<file path="config.mk">
export PLATFORM = sky130hd
export DESIGN_NAME = bin2bcd_seq_flat
export DESIGN_NICKNAME = d
export VERILOG_FILES = /design/src/rtl/bin2bcd_seq_if.sv /design/src/rtl/bin2bcd_seq.sv /design/src/flat_wrapper.sv
export SDC_FILE = /design/constraint.sdc
export NUM_CORES = 1
export LEC_CHECK = 0
export ABC_CLOCK_PERIOD_IN_PS = 1900
export CORE_ASPECT_RATIO = 1.1
export CORE_MARGIN = 2
export CORE_UTILIZATION = 49
export DETAILED_ROUTE_END_ITERATION = 7
export HOLD_SLACK_MARGIN = 0.08
export PLACE_DENSITY = 0.87
export SLEW_MARGIN = 20
export SYNTH_ARGS = -nofsm -noshare
export SYNTH_HDL_FRONTEND = slang
export SYNTH_SLANG_ARGS = --single-unit
</file>
<file path="constraint.sdc">
create_clock -name clk -period 1.9 [get_ports clk]
set_input_delay 0.38 -clock clk [delete_from_list [all_inputs] [get_ports clk]]
set_output_delay 0.38 -clock clk [all_outputs]
set_load 0.02 [all_outputs]
</file>
<file path="src/rtl/bin2bcd_seq_if.sv">
// bin2bcd_seq_if: request/result bundle for the sequential binary-to-BCD converter.
// Optional macro BCD_SIGNED_EN adds the neg result signal.
interface bin2bcd_seq_if #(
  parameter int WIDTH  = 16,
  parameter int DIGITS = 5
);
  logic                  start;
  logic [WIDTH-1:0]      bin;
  logic                  busy;
  logic                  done;
  logic [4*DIGITS-1:0]   bcd;
  logic [DIGITS-1:0]     blank;
`ifdef BCD_SIGNED_EN
  logic                  neg;

  // Requester side: issues conversions, observes results
  modport master (
    output start, bin,
    input  busy, done, bcd, blank, neg
  );

  // Converter side
  modport slave (
    input  start, bin,
    output busy, done, bcd, blank, neg
  );
`else
  // Requester side: issues conversions, observes results
  modport master (
    output start, bin,
    input  busy, done, bcd, blank
  );

  // Converter side
  modport slave (
    input  start, bin,
    output busy, done, bcd, blank
  );
`endif
endinterface

</file>
<file path="src/rtl/bin2bcd_seq.sv">
// bin2bcd_seq: iterative double-dabble binary-to-BCD converter with a
// leading-zero blank mask for the 7-segment digit decoders.
// One bit is consumed per cycle; a result is presented WIDTH+1 cycles after
// an accepted start and held until the next done pulse.
// Optional macro BCD_SIGNED_EN: treat bin as two's complement, convert the
// magnitude and report the sign on neg.
module bin2bcd_seq #(
  parameter int WIDTH  = 16,
  parameter int DIGITS = 5
) (
  input  logic           clk,
  input  logic           reset,
  bin2bcd_seq_if.slave   bus
);

  localparam int BW = 4 * DIGITS;
  localparam int CW = $clog2(WIDTH + 1);

  typedef enum logic [1:0] {IDLE, SHIFT, DONE} state_t;

  state_t            state_reg, state_next;
  logic [WIDTH-1:0]  sh_reg, sh_next;
  logic [BW-1:0]     scratch_reg, scratch_next;
  logic [BW-1:0]     scratch_adj;
  logic [CW-1:0]     cnt_reg, cnt_next;
  logic [BW-1:0]     bcd_reg;
  logic [DIGITS-1:0] blank_reg;
  logic [DIGITS-1:0] blank_calc;
  logic [WIDTH-1:0]  load_val;
  logic              accept;
  logic              finish;

  // Each scratch digit >= 5 gets +3 before the shift; the 4-bit add drops carry-out
  generate
    for (genvar gi = 0; gi < DIGITS; gi++) begin : g_add3
      assign scratch_adj[4*gi +: 4] = (scratch_reg[4*gi +: 4] >= 4'd5)
                                      ? scratch_reg[4*gi +: 4] + 4'd3
                                      : scratch_reg[4*gi +: 4];
    end
  endgenerate

`ifdef BCD_SIGNED_EN
  logic neg_pend_reg;
  logic neg_reg;

  // Load the magnitude; the most negative value wraps to 2^(WIDTH-1), which is
  // exactly its magnitude when read as unsigned
  assign load_val = bus.bin[WIDTH-1]
                    ? (~bus.bin + {{(WIDTH-1){1'b0}}, 1'b1})
                    : bus.bin;
`else
  assign load_val = bus.bin;
`endif

  // Leading-zero mask of the final scratch value: a digit is blank when it and
  // every higher digit are zero; digit 0 always stays lit
  always_comb begin
    logic run;
    blank_calc = '0;
    run        = 1'b1;
    for (int i = DIGITS - 1; i >= 1; i--) begin
      run           = run & (scratch_next[4*i +: 4] == 4'd0);
      blank_calc[i] = run;
    end
  end

  // Next-state and datapath control
  always_comb begin
    state_next   = state_reg;
    sh_next      = sh_reg;
    scratch_next = scratch_reg;
    cnt_next     = cnt_reg;
    accept       = 1'b0;
    finish       = 1'b0;
    case (state_reg)
      IDLE: begin
        if (bus.start) begin
          accept       = 1'b1;
          sh_next      = load_val;
          scratch_next = '0;
          cnt_next     = CW'(WIDTH);
          state_next   = SHIFT;
        end
      end
      SHIFT: begin
        {scratch_next, sh_next} = {scratch_adj, sh_reg} << 1;
        cnt_next                = cnt_reg - CW'(1);
        if (cnt_reg == CW'(1)) begin
          finish     = 1'b1;
          state_next = DONE;
        end
      end
      DONE: begin
        state_next = IDLE;
      end
      default: begin
        state_next = IDLE;
      end
    endcase
  end

  // State and working registers
  always_ff @(posedge clk) begin
    if (reset) begin
      state_reg   <= IDLE;
      sh_reg      <= '0;
      scratch_reg <= '0;
      cnt_reg     <= '0;
    end else begin
      state_reg   <= state_next;
      sh_reg      <= sh_next;
      scratch_reg <= scratch_next;
      cnt_reg     <= cnt_next;
    end
  end

  // Result registers: loaded on the edge that enters DONE so they are valid
  // throughout the done cycle, then held
  always_ff @(posedge clk) begin
    if (reset) begin
      bcd_reg   <= '0;
      blank_reg <= {{(DIGITS-1){1'b1}}, 1'b0};
    end else if (finish) begin
      bcd_reg   <= scratch_next;
      blank_reg <= blank_calc;
    end
  end

`ifdef BCD_SIGNED_EN
  // Sign captured at acceptance, published together with the digits
  always_ff @(posedge clk) begin
    if (reset) begin
      neg_pend_reg <= 1'b0;
      neg_reg      <= 1'b0;
    end else begin
      if (accept) begin
        neg_pend_reg <= bus.bin[WIDTH-1];
      end
      if (finish) begin
        neg_reg <= neg_pend_reg;
      end
    end
  end

  assign bus.neg = neg_reg;
`endif

  assign bus.busy  = (state_reg != IDLE);
  assign bus.done  = (state_reg == DONE);
  assign bus.bcd   = bcd_reg;
  assign bus.blank = blank_reg;

endmodule

</file>
<file path="src/flat_wrapper.sv">
// flat-port wrapper written by rule: the top's interface ports become plain ports
module bin2bcd_seq_flat 
#(
  parameter int WIDTH  = 16,
  parameter int DIGITS = 5
)
  (clk, reset, bus_start, bus_bin, bus_busy, bus_done, bus_bcd, bus_blank);
  bin2bcd_seq_if #(.WIDTH(WIDTH), .DIGITS(DIGITS)) bus_i ();
  input  logic clk;
  input  logic reset;
  input wire logic [$bits(bus_i.start)-1:0] bus_start;
  input wire logic [$bits(bus_i.bin)-1:0] bus_bin;
  output wire logic [$bits(bus_i.busy)-1:0] bus_busy;
  output wire logic [$bits(bus_i.done)-1:0] bus_done;
  output wire logic [$bits(bus_i.bcd)-1:0] bus_bcd;
  output wire logic [$bits(bus_i.blank)-1:0] bus_blank;
  assign bus_i.start = bus_start;
  assign bus_i.bin = bus_bin;
  assign bus_busy = bus_i.busy;
  assign bus_done = bus_i.done;
  assign bus_bcd = bus_i.bcd;
  assign bus_blank = bus_i.blank;
  bin2bcd_seq #(.WIDTH(WIDTH), .DIGITS(DIGITS)) u_core (.clk(clk), .reset(reset), .bus(bus_i));
endmodule
</file>
Word level (Yosys, flattened, before mapping)
Cells that the tools add are included.

Register bits after elaboration: 67. Input port bits: 19. Output and inout bits: 27. Word-level logic and storage cells: 50.

Add/subtract/negate cells: 6. Order comparisons: 5. Equal/unequal tests: 5. Muxes and demuxes: 16. Bitwise gates (word level): 3. Reduce and logical (&&, ||, !) cells: 9.

Operator list (number): one-hot mux 20 bit (2 select lines) (1); one-hot mux 16 bit (2 select lines) (1); greater-or-equal comparator 4 x 3 -> 1 bit, second input constant (5); 2-to-1 mux 20 bit (1); adder 4 x 2 -> 4 bit, second input constant (4); logical NOT 4 bit (4); 2-to-1 mux 16 bit (1); 2-to-1 mux 4 bit (4); one-hot mux 5 bit (2 select lines) (1); equality test 5 x 1 -> 1 bit, second input constant (1); 2-to-1 mux 5 bit (1); subtractor 5 x 1 -> 5 bit, second input constant (1); 2-to-1 mux 2 bit (2); one-hot mux 2 bit (2 select lines) (1); AND reduction 2 bit (2); nonzero test 2 bit (2); adder 3 x 2 -> 3 bit, second input constant (1); AND 1 bit (3); 2-to-1 mux 3 bit (1); equality test 2 x 1 -> 1 bit, second input constant (1); equality test 2 bit, second input constant (1); logical NOT 2 bit (1); 2-to-1 mux 1 bit (2); inequality test 2 x 1 -> 1 bit, second input constant (1); inequality test 2 bit, second input constant (1).

Depth between registers and ports, before layout
Gate-level depths: netlist of the first run.

Depth in word-level cells: 7. Gate-level depth with buffers: 8. Mapped depth without buffers: 8.

Worst setup path after synthesis of the first run
No wires, ideal clock.

Kind: register to register. From: register u_core.scratch_reg[16]. To: register u_core.blank_reg[1], in the netlist u_core.bus.blank[1]. Library setup time: 0.087 ns. Arrival time: 1.754 ns. Path slack: 0.059 ns. Cell stages (with the launch flop): 9. Buffers on the path: 0. Clock period less this slack: 1.841 ns. Cells stage by stage: dfxtp_1 -> inv_1 -> ha_1 -> and2_1 -> a221oi_4 -> nand2_2 -> nor4b_2 -> nand4_1 -> o31ai_1.

Cells in the longest elaborated chain, start to end: 7. Elaborated cells on any way between the ends: 9. Those cells by class: add/sub: 1; order compare: 1; mux: 3; bitwise: 3; reduce/logical: 1.

RTL lines: start, declared (line bin2bcd_seq.sv:23) `logic [BW-1:0] scratch_reg, scratch_next;`; start signal, assigned (line bin2bcd_seq.sv:112) `scratch_reg <= scratch_next;`; greater-or-equal comparator 4 x 3 -> 1 bit / adder 3 x 2 -> 3 bit (equally long branches) (line bin2bcd_seq.sv:36, bin2bcd_seq.sv:37); 2-to-1 mux 3 bit (line bin2bcd_seq.sv:37) `? scratch_reg[4*gi +: 4] + 4'd3`; one-hot mux 20 bit (2 select lines) * (line bin2bcd_seq.sv:75) `case (state_reg)`; logical NOT 4 bit * (line bin2bcd_seq.sv:62) `run = run & (scratch_next[4*i +: 4] == 4'd0);`; AND 1 bit * (3 in series) (line bin2bcd_seq.sv:62); end signal, assigned (line bin2bcd_seq.sv:122) `blank_reg <= {{(DIGITS-1){1'b1}}, 1'b0};`; end signal, assigned (line bin2bcd_seq.sv:125) `blank_reg <= blank_calc;`; end, declared (line bin2bcd_seq.sv:27) `logic [DIGITS-1:0] blank_reg;`.

Every way passes the cells marked *; elsewhere a longest branch is shown, timed or not. A chain may end at the register's enable or synchronous reset.

Worst setup path after layout of the first run
From: register u_core.scratch_reg[13]. To: register u_core.blank_reg[2], in the netlist u_core.bus.blank[2].

Cells in the longest elaborated chain, start to end: 6. Elaborated cells on any way between the ends: 9. Those cells by class: add/sub: 1; order compare: 1; mux: 3; bitwise: 2; reduce/logical: 2.

RTL lines (line): adder 4 x 2 -> 4 bit / greater-or-equal comparator 4 x 3 -> 1 bit (equally long branches) (bin2bcd_seq.sv:37, bin2bcd_seq.sv:36); 2-to-1 mux 4 bit (bin2bcd_seq.sv:37); one-hot mux 20 bit (2 select lines) * (bin2bcd_seq.sv:75); logical NOT 4 bit (bin2bcd_seq.sv:62); AND 1 bit * (2 in series) (bin2bcd_seq.sv:62).

Marked as above.

==> summary.md, run 1 <==
| Metric | Value |
|---|---|
| IO buf count | `44` |
| GRT overflow | `0` |
| WL/cell | `between 15 and 20 µm` |
| Initial Util | `51.1%` |
| Sequential share of power | `46.4%` |
| Unrepaired setup endpoints after global routing | `yes` |
| Crit share post-route | `103%` |
| Cell area after layout | `around 4200 µm²` |
| First-pass GRT wire length | `13.1 mm` |
| Flop-to-flop setup slack | `-0.05 ns` |
| Placed cell area | `3850 µm²` |
| Sequential share of the synthesized area | `between 40% and 50%` |
| DRT Wirelength | `around 8.2 mm` |
| Critical path type | `reg2reg` |
| Root cell of the clock tree | `clkbuf_8` |
| Antenna Nets Post-Route | `0` |
| Main flop type after synthesis | `dfxtp_1` |
| CTS tree | `built` |
| Dpl cells | `514` |
| Net Sw Power | `0.866 mW` |
| Worst flop-to-flop path startpoint | `u_core.scratch_reg[13]` |
| Clock tree sinks | `67` |
| Pin count of the biggest net entering global routing | `68` |
| Layout area overhead | `33.4%` |
| Vias/cell | `5.70` |
| Detail Placement HPWL | `about 5.2 mm` |
| Synth top area share | `approximately 42%` |
| Status | `finished with violations` |
| MaxCap Viol Count | `0` |
| DRC viols | `0` |
| F_max | `0.512 GHz` |
| H-tree Lvls | `3` |
| Clk_skew | `between 0.006 and 0.007 ns` |
| Reg2Reg Capture Point | `u_core.bus.blank[2]` |
| Num CTS Buffers | `9` |
| Setup TNS | `-0.0928 ns` |
| Power per Cell Area | `between 700 and 800 nW/µm²` |
| Sw Ratio | `a little over a quarter` |
| IO Count | `between 40 and 50` |
| P_int | `approximately 2.4 mW` |
| CP Buf/Inv Count | `2` |
| # rows | `30` |
| Worst Setup End Kind | `flop` |
| Worst vdd ir | `roughly 0.00056 V` |
| Mapped Nets | `about 410` |
| First drt pass iteration count | `5` |
| Worst EP required | `around 2.2 ns` |
| Warnings from Yosys | `0` |
| Initial antenna violation count | `0` |
| Yosys top cell by area | `dfxtp_1` |
| CTS max path bufs | `2` |
| Post-Syn Area | `roughly 3200 µm²` |
| Share of cells above drive strength 1 | `a little under 20%` |
| Synth Register Bits | `67` |
| First DRT Iteration DRCs | `about 190` |
| Post-synthesis cell type count | `47` |
| ANT cells | `0` |
| Die Y | `around 88 µm` |
| FFs w/ async S/R, synth | `0%` |
| Final Hold Viols | `0` |
| Worst Path Arrival | `2.23 ns` |
| Max stage delay on crit path | `0.33 ns` |
| GRT Overall Usage | `23.7%` |
| Period minus WS final | `1.95 ns` |
| Die footprint | `7120 µm²` |
| WP depth | `9` |
| Crit-path cells | `inv_1 -> ha_1 -> nand2b_4 -> or3b_4 -> a21oi_4 -> nor4b_4 -> nand4_1 -> buf_4 -> o21ai_1` |
| Endpoints failing setup | `3` |
| Hold Startpoint | `reset` |
| Startpoint types | `flop` |
| GP Congestion | `between 0.8 and 0.9` |
| Slowest CP cell | `dfxtp_2` |
| Core ar. | `slightly above 6000 µm²` |
| Nets | `between 400 and 500` |
| Comb pwr share | `approximately 13%` |
| Clock Latency Late Sink | `roughly 0.35 ns` |
| Die width | `between 80 and 90 µm` |
| Min-delay worst type | `in2reg` |
| Util after Layout | `between 60 and 70%` |
| Post-synth EDFFs | `0` |
| Critical path startpoint | `u_core.scratch_reg[13]` |
| Static Leak | `roughly 1.6 nW` |
| Max-slew violation count | `0` |
| Synth Area per Inst | `roughly 8.3 µm²` |
| Clock transition at the registers of the reported paths | `approximately 0.080 ns` |
| Vias in the first global route | `between 2000 and 3000` |
| R2R cell count | `9` |
| Capture point of the worst path | `u_core.bus.blank[2]` |
| Crit path max-delay family | `simple AND/OR/NAND/NOR gates` |
| Violated checks | `setup timing` |
| Via Count | `approximately 3000` |
| Mapped Cells | `382` |
| Clk pwr share | `between 40 and 50%` |
| Final std cells w/o fill | `about 540` |
| Worst setup margin | `-0.0525 ns` |
| Worst-path fanout max | `3` |
| Synth area leaders | `dfxtp_1, a21oi_1, nor2_1` |
[cell usage after synthesis, types with 2 or more instances]
cell	count
and3_1	3
nand2b_1	9
buf_2	3
a21o_1	2
xnor2_1	4
nor2_1	52
a22oi_1	11
nor3_1	2
nor3b_1	2
ha_1	12
and2_0	2
nor2b_1	2
buf_6	2
a211oi_1	22
and2_1	2
o21ai_0	25
dfxtp_1	67
clkbuf_1	21
a21oi_1	49
inv_1	30
mux2i_1	5
o22ai_1	16
nand4_1	3
a32oi_1	2
nand2_1	11
nor4b_1	2
[power by group through the flow]
stage          sequential (mW)  clock (mW)  combinational [mW]
2_1_floorplan             1.55           0               0.239
3_3_place_gp              1.54           0               0.388
3_5_place_dp              1.55           0               0.402
4_1_cts                   1.52        1.36               0.406
5_1_grt                   1.52        1.43               0.457
6_report                  1.52        1.34               0.413
[repair_timing]
action,4_1_cts,5_1_grt
cloned,0,0
hold buffers,0,0
pin swaps,7,10
resized for setup,14,18
buffers inserted,2,3
endpoints found under the setup margin,7,15
[metal layers]
metal  GRT usage, %  share of wire, %  wire length (µm)  up-vias
met3           5.31               5.3               439       29
met2           39.6                49              4040      125
met1           29.3                42              3480     1412
met5              0                 0                 0        -
li1               -                 -                 -     1481
met4           10.6               3.2               263        0
[area by class of cell]
cell class,instances,area [µm²]
Clock buffer,9,124
Multi-Input combinational cell,257,1690
Inverter,31,116
Tap cell,80,100
Clock inverter,7,101
Fill cell,477,1970
Sequential cell,67,1350
Timing Repair Buffer,84,746
[per-stage QoR]
| stage | hold WS, ns | power [mW] | setup WS, ns |
|---|---|---|---|
| finish | 0.488 | 3.27 | -0.0525 |
| global route | 0.510 | 3.41 | -0.129 |
| CTS | 0.484 | 3.28 | -0.0131 |
| detailed placement | 0.480 | 1.95 | -0.359 |
| global placement | 0.476 | 1.93 | -0.299 |
| floorplan | 0.466 | 1.79 | 0.0585 |
[worst reg2reg max path: cells and delay by family (launching register included)]
family,cells,cell delay (ns)
simple gates,4,0.81
flops,1,0.33
buf+inv,2,0.30
fa+ha+maj,1,0.28
compound gates,2,0.17
[placed cells by master (no fill, tap or decap), types with 9 or more instances in the layout]
cell / n
a22oi_1: 10
inv_1: 28
o21ai_0: 24
nor2_1: 52
a21oi_1: 45
buf_4: 39
clkdlybuf4s50_1: 41
o22ai_1: 16
a211oi_1: 20
nand2_1: 11
ha_1: 10
clkbuf_8: 9
dfxtp_1: 61
[how the worst min path moves through the flow]
stage | cells after the start | slack (ns) | end
2_1_floorplan | 2 | 0.47 | u_core.cnt_reg[2]
3_3_place_gp | 2 | 0.48 | u_core.bus.blank[3]
3_5_place_dp | 2 | 0.48 | u_core.bus.blank[1]
4_1_cts | 3 | 0.48 | u_core.scratch_reg[15]
5_1_grt | 3 | 0.51 | u_core.sh_reg[0]
6_report | 3 | 0.49 | u_core.scratch_reg[5]
[cell families (layout without fill, tap and decap cells)]
family                   Yosys count  in the layout  share of synthesized area, %
buffers and inverters             58            131                          7.59
flip-flops                        67             67                          42.4
adder cells (fa/ha/maj)           12             12                          4.74
multiplexers                       5              5                          1.58
AND/OR/NAND/NOR                   97             97                          14.9
AO/OA/AOI/OAI                    138            138                          27.6
other                              1              1                         0.118
XOR/XNOR                           4              4                          1.11
No activity file was read; power rests on OpenSTA's default activity.
==> run 2, diff against run 1 <==
Settings changed: GPL_ROUTABILITY_DRIVEN set to 0, PLACE_DENSITY 0.87 to 0.76.
==> run 2 against run 1 <==
Effect of this change: clock skew increased by 0.00072 ns; count of clock-buffer cells in the layout unchanged; first-iteration DRC count decreased by 43%; routed wire length down 5.6%; the run still ends with setup timing left; largest power group unchanged; largest cell class unchanged.
==> summary.md, run 2 (synthesis gave the netlist of run 1 again) <==
| Metric | Value |
|---|---|
| IO Count | `46` |
| Worst-margin pin slew | `roughly 0.5 ns` |
| Initial Util | `between 50% and 60%` |
| Min-delay worst type | `in2reg` |
| CTS max path bufs | `2` |
| GRT overflow | `0` |
| Commonest cells after routing, fill and taps aside | `dfxtp_1, nor2_1, a21oi_1, clkdlybuf4s50_1, buf_4` |
| Critical path type | `reg2reg` |
| IO buf count | `44` |
| F_max | `a little over 0.5 GHz` |
| # rows | `30` |
| Sequential share of power | `roughly 47%` |
| Die Y | `roughly 90 µm` |
| Hold Path Stages | `2` |
| Max-slew violation count | `0` |
| Die width | `80.6 µm` |
| Via Count | `~2900` |
| First drt pass iteration count | `4` |
| GRT Overall Usage | `between 20% and 30%` |
| Rel. slew slack | `approximately two thirds` |
| H-tree Lvls | `3` |
| R2R cell count | `8` |
| Commonest non-fill, non-tap cell in the layout | `dfxtp_1` |
| Flop-to-flop setup slack | `-0.09 ns` |
| ANT cells | `0` |
| Antenna Nets Post-Route | `0` |
| Detail Placement HPWL | `around 5.0 mm` |
| WL/cell | `about 15 µm` |
| Clock Latency Late Sink | `0.35 ns` |
| DRT Wirelength | `slightly below 8 mm` |
| Initial antenna violation count | `0` |
| Period minus WS final | `slightly below 2 ns` |
| Violated checks | `setup timing` |
| Pin count of the biggest net entering global routing | `49` |
| WHS | `0.430 ns` |
| Root cell of the clock tree | `clkbuf_8` |
| Vias in the first global route | `~2800` |
| Clock tree sinks | `67` |
| CTS tree | `built` |
| Comb pwr share | `approximately 13%` |
| Worst Path Arrival | `around 2.3 ns` |
| Layout area overhead | `32.9%` |
| Crit share post-route | `105%` |
| Worst flop-to-flop path startpoint | `u_core.scratch_reg[17]` |
| P_int | `2.39 mW` |
| Endpoints failing setup | `4` |
| Worst Setup End Kind | `flop` |
| Hold Startpoint | `reset` |
| First-pass GRT wire length | `approximately 12 mm` |
| Dpl cells | `just over 500` |
| Core ar. | `a little over 6000 µm²` |
| Share of cells above drive strength 1 | `around 19%` |
| Sw Ratio | `roughly a quarter` |
| Power per Cell Area | `approximately 770 nW/µm²` |
| Die footprint | `just over 7000 µm²` |
| Setup TNS | `-0.121 ns` |
| First DRT Iteration DRCs | `about 110` |
| Worst-path fanout max | `3` |
| Unrepaired setup endpoints after global routing | `yes` |
| Clk_skew | `approximately 0.0068 ns` |
| Status | `finished with violations` |
| Nets | `480` |
| Num CTS Buffers | `9` |
| Clock transition at the registers of the reported paths | `~0.080 ns` |
| Clk pwr share | `40.3%` |
| Vias/cell | `approximately 5.5` |
| Net Sw Power | `between 0.8 and 0.9 mW` |
| MaxCap Viol Count | `0` |
| Hold Path Sink | `u_core.cnt_reg[3]` |
| DRC viols | `0` |
| Final Hold Viols | `0` |
| Worst vdd ir | `0.000472 V` |
| Worst EP required | `between 2 and 2.5 ns` |
| Reg2Reg Capture Point | `u_core.bus.blank[1]` |
| Worst setup margin | `-0.0870 ns` |
| Startpoint types | `flop` |
| Static Leak | `approximately 1.6 nW` |
| Final std cells w/o fill | `534` |
## run 2: area by class of cell
cell class                 count  area (µm²)
inverter                      31         119
tap                           80         100
multi-input combinational    257        1670
fill                         516        1990
timing repair buffer          83         751
clock buffer                   9         124
clock inverter                 7        92.6
sequential                    67        1350
## run 2: power groups by stage
stage          combinational (mW)  sequential [mW]  clock [mW]
2_1_floorplan               0.239             1.55           0
3_3_place_gp                0.391             1.55           0
3_5_place_dp                0.400             1.55           0
4_1_cts                     0.403             1.52        1.32
5_1_grt                     0.447             1.52        1.38
6_report                    0.407             1.52        1.30
## run 2: stage by stage
step           power (mW)  setup WS, ns  utilization (%)  instance area [µm²]
6_report             3.22       -0.0870             67.9                 4210
5_1_grt              3.35        -0.200             67.9                 4210
4_1_cts              3.24       -0.0101             66.9                 4140
3_5_place_dp         1.95        -0.377             62.5                 3870
3_3_place_gp         1.94        -0.310             62.5                 3870
2_1_floorplan        1.79        0.0585                -                 3170
## run 2: worst max path at each step
stage,startpoint,to,slack (ns),depth (start not counted)
after floorplan,u_core.scratch_reg[16],u_core.bus.blank[1],0.06,8
after global placement,bus_start,u_core.bus.blank[1],-0.31,7
after detailed placement,bus_start,u_core.bus.blank[1],-0.38,7
after CTS,u_core.scratch_reg[17],u_core.bus.blank[1],-0.01,8
after global routing,u_core.scratch_reg[17],u_core.bus.blank[1],-0.20,8
final,u_core.scratch_reg[17],u_core.bus.blank[1],-0.09,8
## run 2: timing repair
item / in CTS / in global routing
hold buffers: 0 / 0
buffers inserted: 2 / 1
endpoints found under the setup margin: 7 / 10
resized for setup: 14 / 14
pin swaps: 5 / 7
## run 2: worst max-delay path: stages, from the launching register on
cell and delay, ns:
dfxtp_2 0.37, inv_4 0.06, ha_4 0.15, nand2b_4 0.14, a21o_1 0.19, a211oi_2 0.25, nor4b_4 0.25, nand4_1 0.24
o31ai_2 0.26
## run 2: metal layers
metal	share of wire [%]	GRT usage [%]
met1	45	26.9
met2	49	38.3
met3	3.9	4.80
met4	1.9	10.9
met5	0	0
